`src/rtl/spi_shift_engine.sv`:
```
// Full-duplex SPI bit engine: programmable frame length/bit order, all four
// CPOL/CPHA modes, internal SCK divider and a start/busy/done handshake.
module spi_shift_engine #(
  parameter int MAX_WIDTH = 32,
  parameter int DIV_WIDTH = 8,
  parameter int CNT_W     = $clog2(MAX_WIDTH)
) (
  input  logic                 clk_i,
  input  logic                 rst_i,
  input  logic                 start_i,
  input  logic [MAX_WIDTH-1:0] tx_data_i,
  input  logic [CNT_W-1:0]     len_i,
  input  logic                 lsb_first_i,
  input  logic                 cpol_i,
  input  logic                 cpha_i,
  input  logic [DIV_WIDTH-1:0] clk_div_i,
  input  logic                 sdi_i,
  output logic                 sdo_o,
  output logic                 sck_o,
  output logic                 busy_o,
  output logic                 done_o,
  output logic [MAX_WIDTH-1:0] rx_data_o
);

  // Edge counter must reach 2*MAX_WIDTH, two bits wider than len_i.
  localparam int EC_W = CNT_W + 2;
  localparam logic [CNT_W-1:0] TOP = CNT_W'(MAX_WIDTH - 1);

  typedef enum logic [1:0] {IDLE, XFER, TAIL} state_t;

  state_t               state, state_nxt;
  logic [CNT_W-1:0]     len_q;
  logic                 lsb_q;
  logic                 cpha_q;
  logic [DIV_WIDTH-1:0] div_q;
  logic [DIV_WIDTH-1:0] hc;
  logic [EC_W-1:0]      ec;
  logic [MAX_WIDTH-1:0] tx_sh;
  logic [MAX_WIDTH-1:0] rx_sh;
  logic [MAX_WIDTH-1:0] rx_aligned;

  logic            half_end;
  logic [EC_W-1:0] edge_k;
  logic [EC_W-1:0] two_n;
  logic            toggle;
  logic            sample;
  logic            shift_tx;
  logic            start_acc;
  logic            frame_end;

  always_comb begin
    half_end  = (hc == div_q);
    edge_k    = ec + EC_W'(1);
    two_n     = EC_W'({len_q, 1'b0}) + EC_W'(2);
    toggle    = (state == XFER) && half_end;
    // Odd edge numbers are leading edges; CPHA picks which kind samples.
    sample    = toggle && (edge_k[0] ^ cpha_q);
    shift_tx  = toggle && !(edge_k[0] ^ cpha_q) &&
                (cpha_q ? (edge_k >= EC_W'(3)) : (edge_k != two_n));
    start_acc = (state == IDLE) && start_i;
    frame_end = (state == TAIL) && half_end;

    state_nxt = state;
    case (state)
      IDLE:    if (start_i) state_nxt = XFER;
      XFER:    if (toggle && (edge_k == two_n)) state_nxt = TAIL;
      TAIL:    if (half_end) state_nxt = IDLE;
      default: state_nxt = IDLE;
    endcase
  end

  // LSB-first frames were collected from the top down; right-align them.
  assign rx_aligned = lsb_q ? (rx_sh >> (TOP - len_q)) : rx_sh;
  assign sdo_o      = (state == IDLE) ? 1'b0 : (lsb_q ? tx_sh[0] : tx_sh[MAX_WIDTH-1]);

  always_ff @(posedge clk_i or posedge rst_i) begin
    if (rst_i) begin
      state     <= IDLE;
      sck_o     <= 1'b0;
      busy_o    <= 1'b0;
      done_o    <= 1'b0;
      rx_data_o <= '0;
      hc        <= '0;
      ec        <= '0;
      len_q     <= '0;
      lsb_q     <= 1'b0;
      cpha_q    <= 1'b0;
      div_q     <= '0;
    end else begin
      state  <= state_nxt;
      done_o <= frame_end;
      case (state)
        IDLE: begin
          sck_o  <= cpol_i;
          hc     <= '0;
          ec     <= '0;
          busy_o <= start_i;
          if (start_i) begin
            len_q  <= len_i;
            lsb_q  <= lsb_first_i;
            cpha_q <= cpha_i;
            div_q  <= clk_div_i;
          end
        end
        XFER: begin
          if (half_end) begin
            hc    <= '0;
            sck_o <= ~sck_o;
            ec    <= edge_k;
          end else begin
            hc <= hc + DIV_WIDTH'(1);
          end
        end
        TAIL: begin
          if (half_end) begin
            hc        <= '0;
            busy_o    <= 1'b0;
            rx_data_o <= rx_aligned;
          end else begin
            hc <= hc + DIV_WIDTH'(1);
          end
        end
        default: ;
      endcase
    end
  end

  // MSB-first frames are pre-shifted so the first bit sits at the top.
  always_ff @(posedge clk_i) begin
    if (start_acc) begin
      tx_sh <= lsb_first_i ? tx_data_i : (tx_data_i << (TOP - len_i));
      rx_sh <= '0;
    end else begin
      if (shift_tx) tx_sh <= lsb_q ? (tx_sh >> 1) : (tx_sh << 1);
      if (sample)   rx_sh <= lsb_q ? {sdi_i, rx_sh[MAX_WIDTH-1:1]}
                                   : {rx_sh[MAX_WIDTH-2:0], sdi_i};
    end
  end

endmodule
```
`config.mk`:
```
export PLATFORM = sky130hd
export DESIGN_NAME = spi_shift_engine
export DESIGN_NICKNAME = d
export VERILOG_FILES = /design/src/rtl/spi_shift_engine.sv
export SDC_FILE = /design/constraint.sdc
export NUM_CORES = 1
export LEC_CHECK = 0
export CORE_MARGIN = 8
export CORE_UTILIZATION = 45
export CTS_CLUSTER_SIZE = 14
export DETAILED_ROUTE_END_ITERATION = 10
export PLACE_DENSITY = 0.63
export SYNTH_ARGS = -nofsm -noshare
export SYNTH_HDL_FRONTEND = slang
export SYNTH_SLANG_ARGS = --single-unit
```
`constraint.sdc`:
```
create_clock -name clk_i -period 6 [get_ports clk_i]
set_input_delay 1.8 -clock clk_i [delete_from_list [all_inputs] [get_ports clk_i]]
set_output_delay 1.8 -clock clk_i [all_outputs]
set_load 0.05 [all_outputs]
```
Word level (Yosys, flattened, before mapping)
Index checks and enable logic that the tools add are counted.
{"block": "totals", "regBits": 131, "latch_bits": 0, "ramBits": 0, "romBits": 0, "inputBits": 52, "wordCells": 72, "mem_count": 0}
{"block": "op_classes", "add_sub_neg": 5, "mul": 0, "div": 0, "order_cmp": 1, "n_eq_ne": 9, "n_shift": 2, "n_mux": 21, "n_bitwise": 2, "n_reduce_logical": 19}
{"op": "$mux 32", "n": 6}
{"op": "$shl 32x5->32", "n": 1}
{"op": "$shr 32x5->32", "n": 1}
{"op": "$pmux 8 s2", "n": 1}
{"op": "$pmux 7 s2", "n": 1}
{"op": "$sub 5x5->5 const A", "n": 2}
{"op": "$add 8x1->8 const B", "n": 1}
{"op": "$eq 8x8->1", "n": 1}
{"op": "$mux 8", "n": 1}
{"op": "$reduce_and 2->1", "n": 4}
{"op": "$reduce_bool 2->1", "n": 4}
{"op": "$add 6x2->7 const B", "n": 1}
{"op": "$add 7x1->7 const B", "n": 1}
{"op": "$eq 7x7->1", "n": 1}
{"op": "$ge 7x2->1 const B", "n": 1}
{"op": "$logic_and 1x1->1", "n": 7}
{"op": "$mux 7", "n": 1}
{"op": "$ne 7x7->1", "n": 1}
{"op": "$mux 2", "n": 3}
{"op": "$ne 2x2->1 const B", "n": 3}
{"op": "$pmux 2 s3", "n": 1}
{"op": "$mux 1", "n": 5}
{"op": "$pmux 1 s2", "n": 2}
{"op": "$reduce_and 3->1", "n": 1}
{"op": "other kinds (8)", "n": 8}

Depth between registers and ports, before layout
{"block": "logic_depth", "ltp_word": 7, "ltp_mapped": 9, "depth_no_buf": 7}

Least setup slack after synthesis
OpenSTA, ideal clock, no wires.
{"block": "synth_timing", "kind": "reg2reg", "startpoint": "register ec[1]", "endpoint": "register tx_sh[0] (enable)", "setup_time_ps": 466, "arrival_ps": 4026, "t_required_ps": 5534, "path_slack_ps": 1508, "path_stages_with_launch": 9, "path_buffers": 1, "period_less_slack_ps": 4492, "path_cell_list": "dfrtp_1 ha_1 buf_2 nand2_1 xnor3_1 and3_1 o2111ai_1 a21oi_1 o21ai_0"}
{"block": "synth_between", "elab_chain_len": 5}
{"element": "start: declaration", "line": "37", "text": "logic [EC_W-1:0] ec;"}
{"element": "start signal: assignment", "line": "109", "text": "ec <= edge_k;"}
{"element": "$add 7x1->7 (*)", "line": "53", "text": "edge_k = ec + EC_W'(1);"}
{"element": "$ge 7x2->1 or $ne 7x7->1 (tied branches)", "line": "59", "text": "(cpha_q ? (edge_k >= EC_W'(3)) : (edge_k != two_n));"}
{"element": "$mux 1 (*)", "line": "59"}
{"element": "$logic_and 1x1->1 (*)", "line": "58", "text": "shift_tx = toggle && !(edge_k[0] ^ cpha_q) &&"}
{"element": "$reduce_bool 2->1 (no line) (*)"}
{"element": "end signal: assignment", "line": "131", "text": "tx_sh <= lsb_first_i ? tx_data_i : (tx_data_i << (TOP - len_i));"}
{"element": "end signal: assignment", "line": "134", "text": "if (shift_tx) tx_sh <= lsb_q ? (tx_sh >> 1) : (tx_sh << 1);"}
{"element": "end: declaration", "line": "38", "text": "logic [MAX_WIDTH-1:0] tx_sh;"}
Every way passes the cells marked *; elsewhere a longest branch is shown, timed or not.
A chain may end at the register's enable or synchronous reset.

Worst setup path in the final report
{"block": "layout_timing", "startpoint": "input port len_i[1]", "endpoint": "register tx_sh[25], data pin"}
{"block": "layout_between", "elab_chain_len": 4}
{"element": "start: declaration", "line": "12", "text": "input logic [CNT_W-1:0] len_i,"}
{"element": "$sub 5x5->5", "line": "131"}
{"element": "$shl 32x5->32", "line": "131"}
{"element": "$mux 32", "line": "131"}
{"element": "$mux 32", "line": "130", "text": "if (start_acc) begin"}
Every way passes these cells.

==> results.cfg <==
[global_route]
grt_first_pass_wirelength_um = 43500
vias_in_the_first_global_route = 7949
antenna_found_initial = 0
globalRouteTotalUtil_pct = 20.3
overflow = 0
grt_start_max_net_pins = 65

[pwr]
pwr_density_mw_per_mm2 = 342
share_comb_of_total_power_pct = 36.4
power.sequential.fraction_pct = 34.5
totalPowerFinal_mw = 3.88
power.switching_mw = 1.43
max-vdd-ir-drop_v = 0.000273
power.internal_mw = 2.45
clock_power_share_pct = 29.0
leakage_nw = 4.32
power_switching_share_pct = 36.8

[layout]
multiInputGateArea_mm2 = 0.00601
layout-drive-gt1-share_pct = 13.8
final_net_count = 1130
layout.filler_cells = 1957
areaGrowthSynthToFinish_pct = 16.6
antenna-diode-count = 0
fin_cells = 1358
sequential_cell_area_mm2 = 0.00328

[worst_hold_path]
hp-class = flop to flop

[logic_synthesis]
post_synth_num_cell_types = 63
syn_inst = 1034
yosysWarningCount = 0
post-synth-top-area-cell = dfrtp_1
yosys-top-cells-area = dfrtp_1 17%, mux4_2 14%, edfxtp_1 9.9%, mux2i_1 9.7%, dfxtp_1 6.6%
syn_area_mm2 = 0.00973
synth_nets = 1094
avgSynthCellArea_um2 = 9.41
post_synth_most_frequent_cells = 123 x nand2_1, 114 x nor2_1, 103 x a21oi_1, 94 x mux2i_1, 67 x dfrtp_1
synth-seq-area-share_pct = 33.7
yosys_register_bits = 131
asr_flop_ratio_synth_pct = 51.1
synth_most_common_cell = nand2_1
synth_top_area_share_pct = 17.2
synth-edff-count = 32
postSynth.topFlopCell = dfrtp_1

[sta]
timing.final.max_slew_violations = 0
setup_tns_after_final_layout_ps = 0
timing_worst_slew_pin_value_ps = 1260
skew_ps = 6.84
setup-violations-final = 0
fin_crit_ps = 4520
final_hold_viol_count = 0
period_share_pct = 75.4
timing.slew.headroom_pct = 15.9
fmax_mhz = 221
final.setup.worst_slack_ps = 1480
rsz0062_at_grt = false
holdWs_ps = 467

[routing]
drc = 0
drt-vias-per-instance = 6.16
drt_iter0_markers = 735
wl_per_cell_um = 19.9
drtAntennaViolNets = 0
totalWireLength_um = 27000
dr.pass1.iters = 5
detailroute.via_count = 8359

[critical_path]
critPathTopFamily = buffers and inverters
timing.critical_path.slowest_cell_delay_ps = 1310
worstSetupPathType = primary input to flop
timing.critical_path.cells = clkdlybuf4s50_1 -> mux2_2 -> nor2_1 -> a21oi_1 -> mux4_2 -> mux2i_1 -> a221oi_1
critical_path.slowest_cell = clkdlybuf4s50_1
buffering_stage_count_on_the_worst_path_with_inverters_included = 1
critical_path.startpoint_type = primary input
cp.arrival_ps = 4670
worstPathRequired_ps = 6150
worst_setup_ep_type = flop
crit_fanout = 27

[clock_network]
clk_pin_slew_worst_paths_ps = 60
post_cts_buffers = 0
worstSkewPairLatency_ps = 410
tritoncts_clock_tree = built
cts_repair_resize_count = 0
cts.sinks = 131
postCtsHoldBufs = 0
clock_tree.root_cell = clkbuf_16
htree_num_levels = 4
numCtsBuffers = 17
clock_tree.buffer_depth = 2

[run]
cap_violations = 0

[die]
core_area_mm2 = 0.0212
design.portCount = 88
placement_rows = 53
die_x_um = 163
start_util_pct = 46.0
die-area_mm2 = 0.0266
die_y_um = 163

[placed_design]
place_ws_ps = 1110
hpwlAfterDp_um = 19600
routability_driven_placement_congestion_ratio = 0.901
io_buffers = 87
dpl.cell_count = 1326

[outcome]
result_of_the_run = complete, no violations
==> cell usage in the layout (no fill, tap or decap), types with 19 or more instances in the layout <==
master | Yosys | layout
nor2_1 | 114 | 114
buf_4 | 1 | 19
mux2_2 | 27 | 27
nand3_1 | 24 | 24
o21ai_0 | 57 | 56
nand2_1 | 123 | 122
mux4_2 | 59 | 59
dfrtp_1 | 67 | 64
a21oi_1 | 103 | 103
mux2i_1 | 94 | 94
edfxtp_1 | 32 | 32
nor2b_1 | 22 | 22
dfxtp_1 | 32 | 32
clkbuf_16 | 0 | 19
clkdlybuf4s50_1 | 0 | 86
==> metal layers <==
| layer | share of wire, % | routed length, µm | up-vias | global-route usage, % |
|---|---|---|---|---|
| li1 | - | - | 3925 | - |
| met1 | 44 | 12000 | 4015 | 28.1 |
| met2 | 45 | 12100 | 369 | 30.5 |
| met3 | 7.6 | 2050 | 50 | 3.98 |
| met4 | 3.2 | 875 | 0 | 8.84 |
| met5 | 0 | 0 | - | 0 |
==> logic make-up after synthesis <==
kind of cell             Yosys count  share of synthesized area, %
AND/OR/NAND/NOR                  321                          14.4
AO/OA/AOI/OAI                    259                          16.7
multiplexers                     181                          26.6
flip-flops                       131                          33.7
buffers and inverters            105                          4.62
XOR/XNOR                          29                          2.97
adder cells (fa/ha/maj)            8                          1.03
==> layout make-up <==
type	count	share of cell area (%)
clock buffers	24	4.36
clock inverters	8	1.28
inverters	16	0.529
multi-input cells	798	53.0
flip-flops and latches	131	29.0
well taps	275	3.03
repair buffers	106	8.89
==> state kept, by name, indices dropped and copies added, names as in the netlist <==
signal and count:
sck_o 1, div_q 8, len_q 5, busy_o 1, cpha_q 1, rx_sh 32
rx_data_o 32, ec 7, lsb_q 1, state 2, done_o 1, tx_sh 32
hc 8
==> through the flow <==
stage,util [%],instance area (µm²)
2_1_floorplan,-,9730
3_3_place_gp,50.6,10700
3_5_place_dp,50.6,10700
4_1_cts,53.6,11300
5_1_grt,53.6,11300
6_report,53.6,11300
==> tightest hold or removal path: cells and delay by family, from the launching register on <==
family	cells	cell delay [ps]
DFF	1	340
and+or+nand+nor	2	100
==> final timing paths <==
path | slack [ps] | start | cells after the start | end
min in group asynchronous | 1860 | rst_i | 2 | rx_data_o[10]
max in group asynchronous | 3270 | rst_i | 3 | rx_data_o[4]
setup reg to reg | 2790 | len_q[2] | 7 | tx_sh[7]
hold / removal | 470 | rx_data_o[20] | 2 | rx_data_o[20]
hold reg to reg | 470 | rx_data_o[20] | 2 | rx_data_o[20]
setup / recovery | 1480 | len_i[1] | 7 | tx_sh[25]
==> power groups by stage <==
stage | clock network [mW] | registers, mW | logic [mW]
2_1_floorplan | 0 | 1.22 | 1.19
3_3_place_gp | 0 | 1.35 | 1.40
3_5_place_dp | 0 | 1.36 | 1.41
4_1_cts | 1.14 | 1.34 | 1.41
5_1_grt | 1.19 | 1.37 | 1.54
6_report | 1.13 | 1.34 | 1.41
No activity file was read; power rests on OpenSTA's default activity.
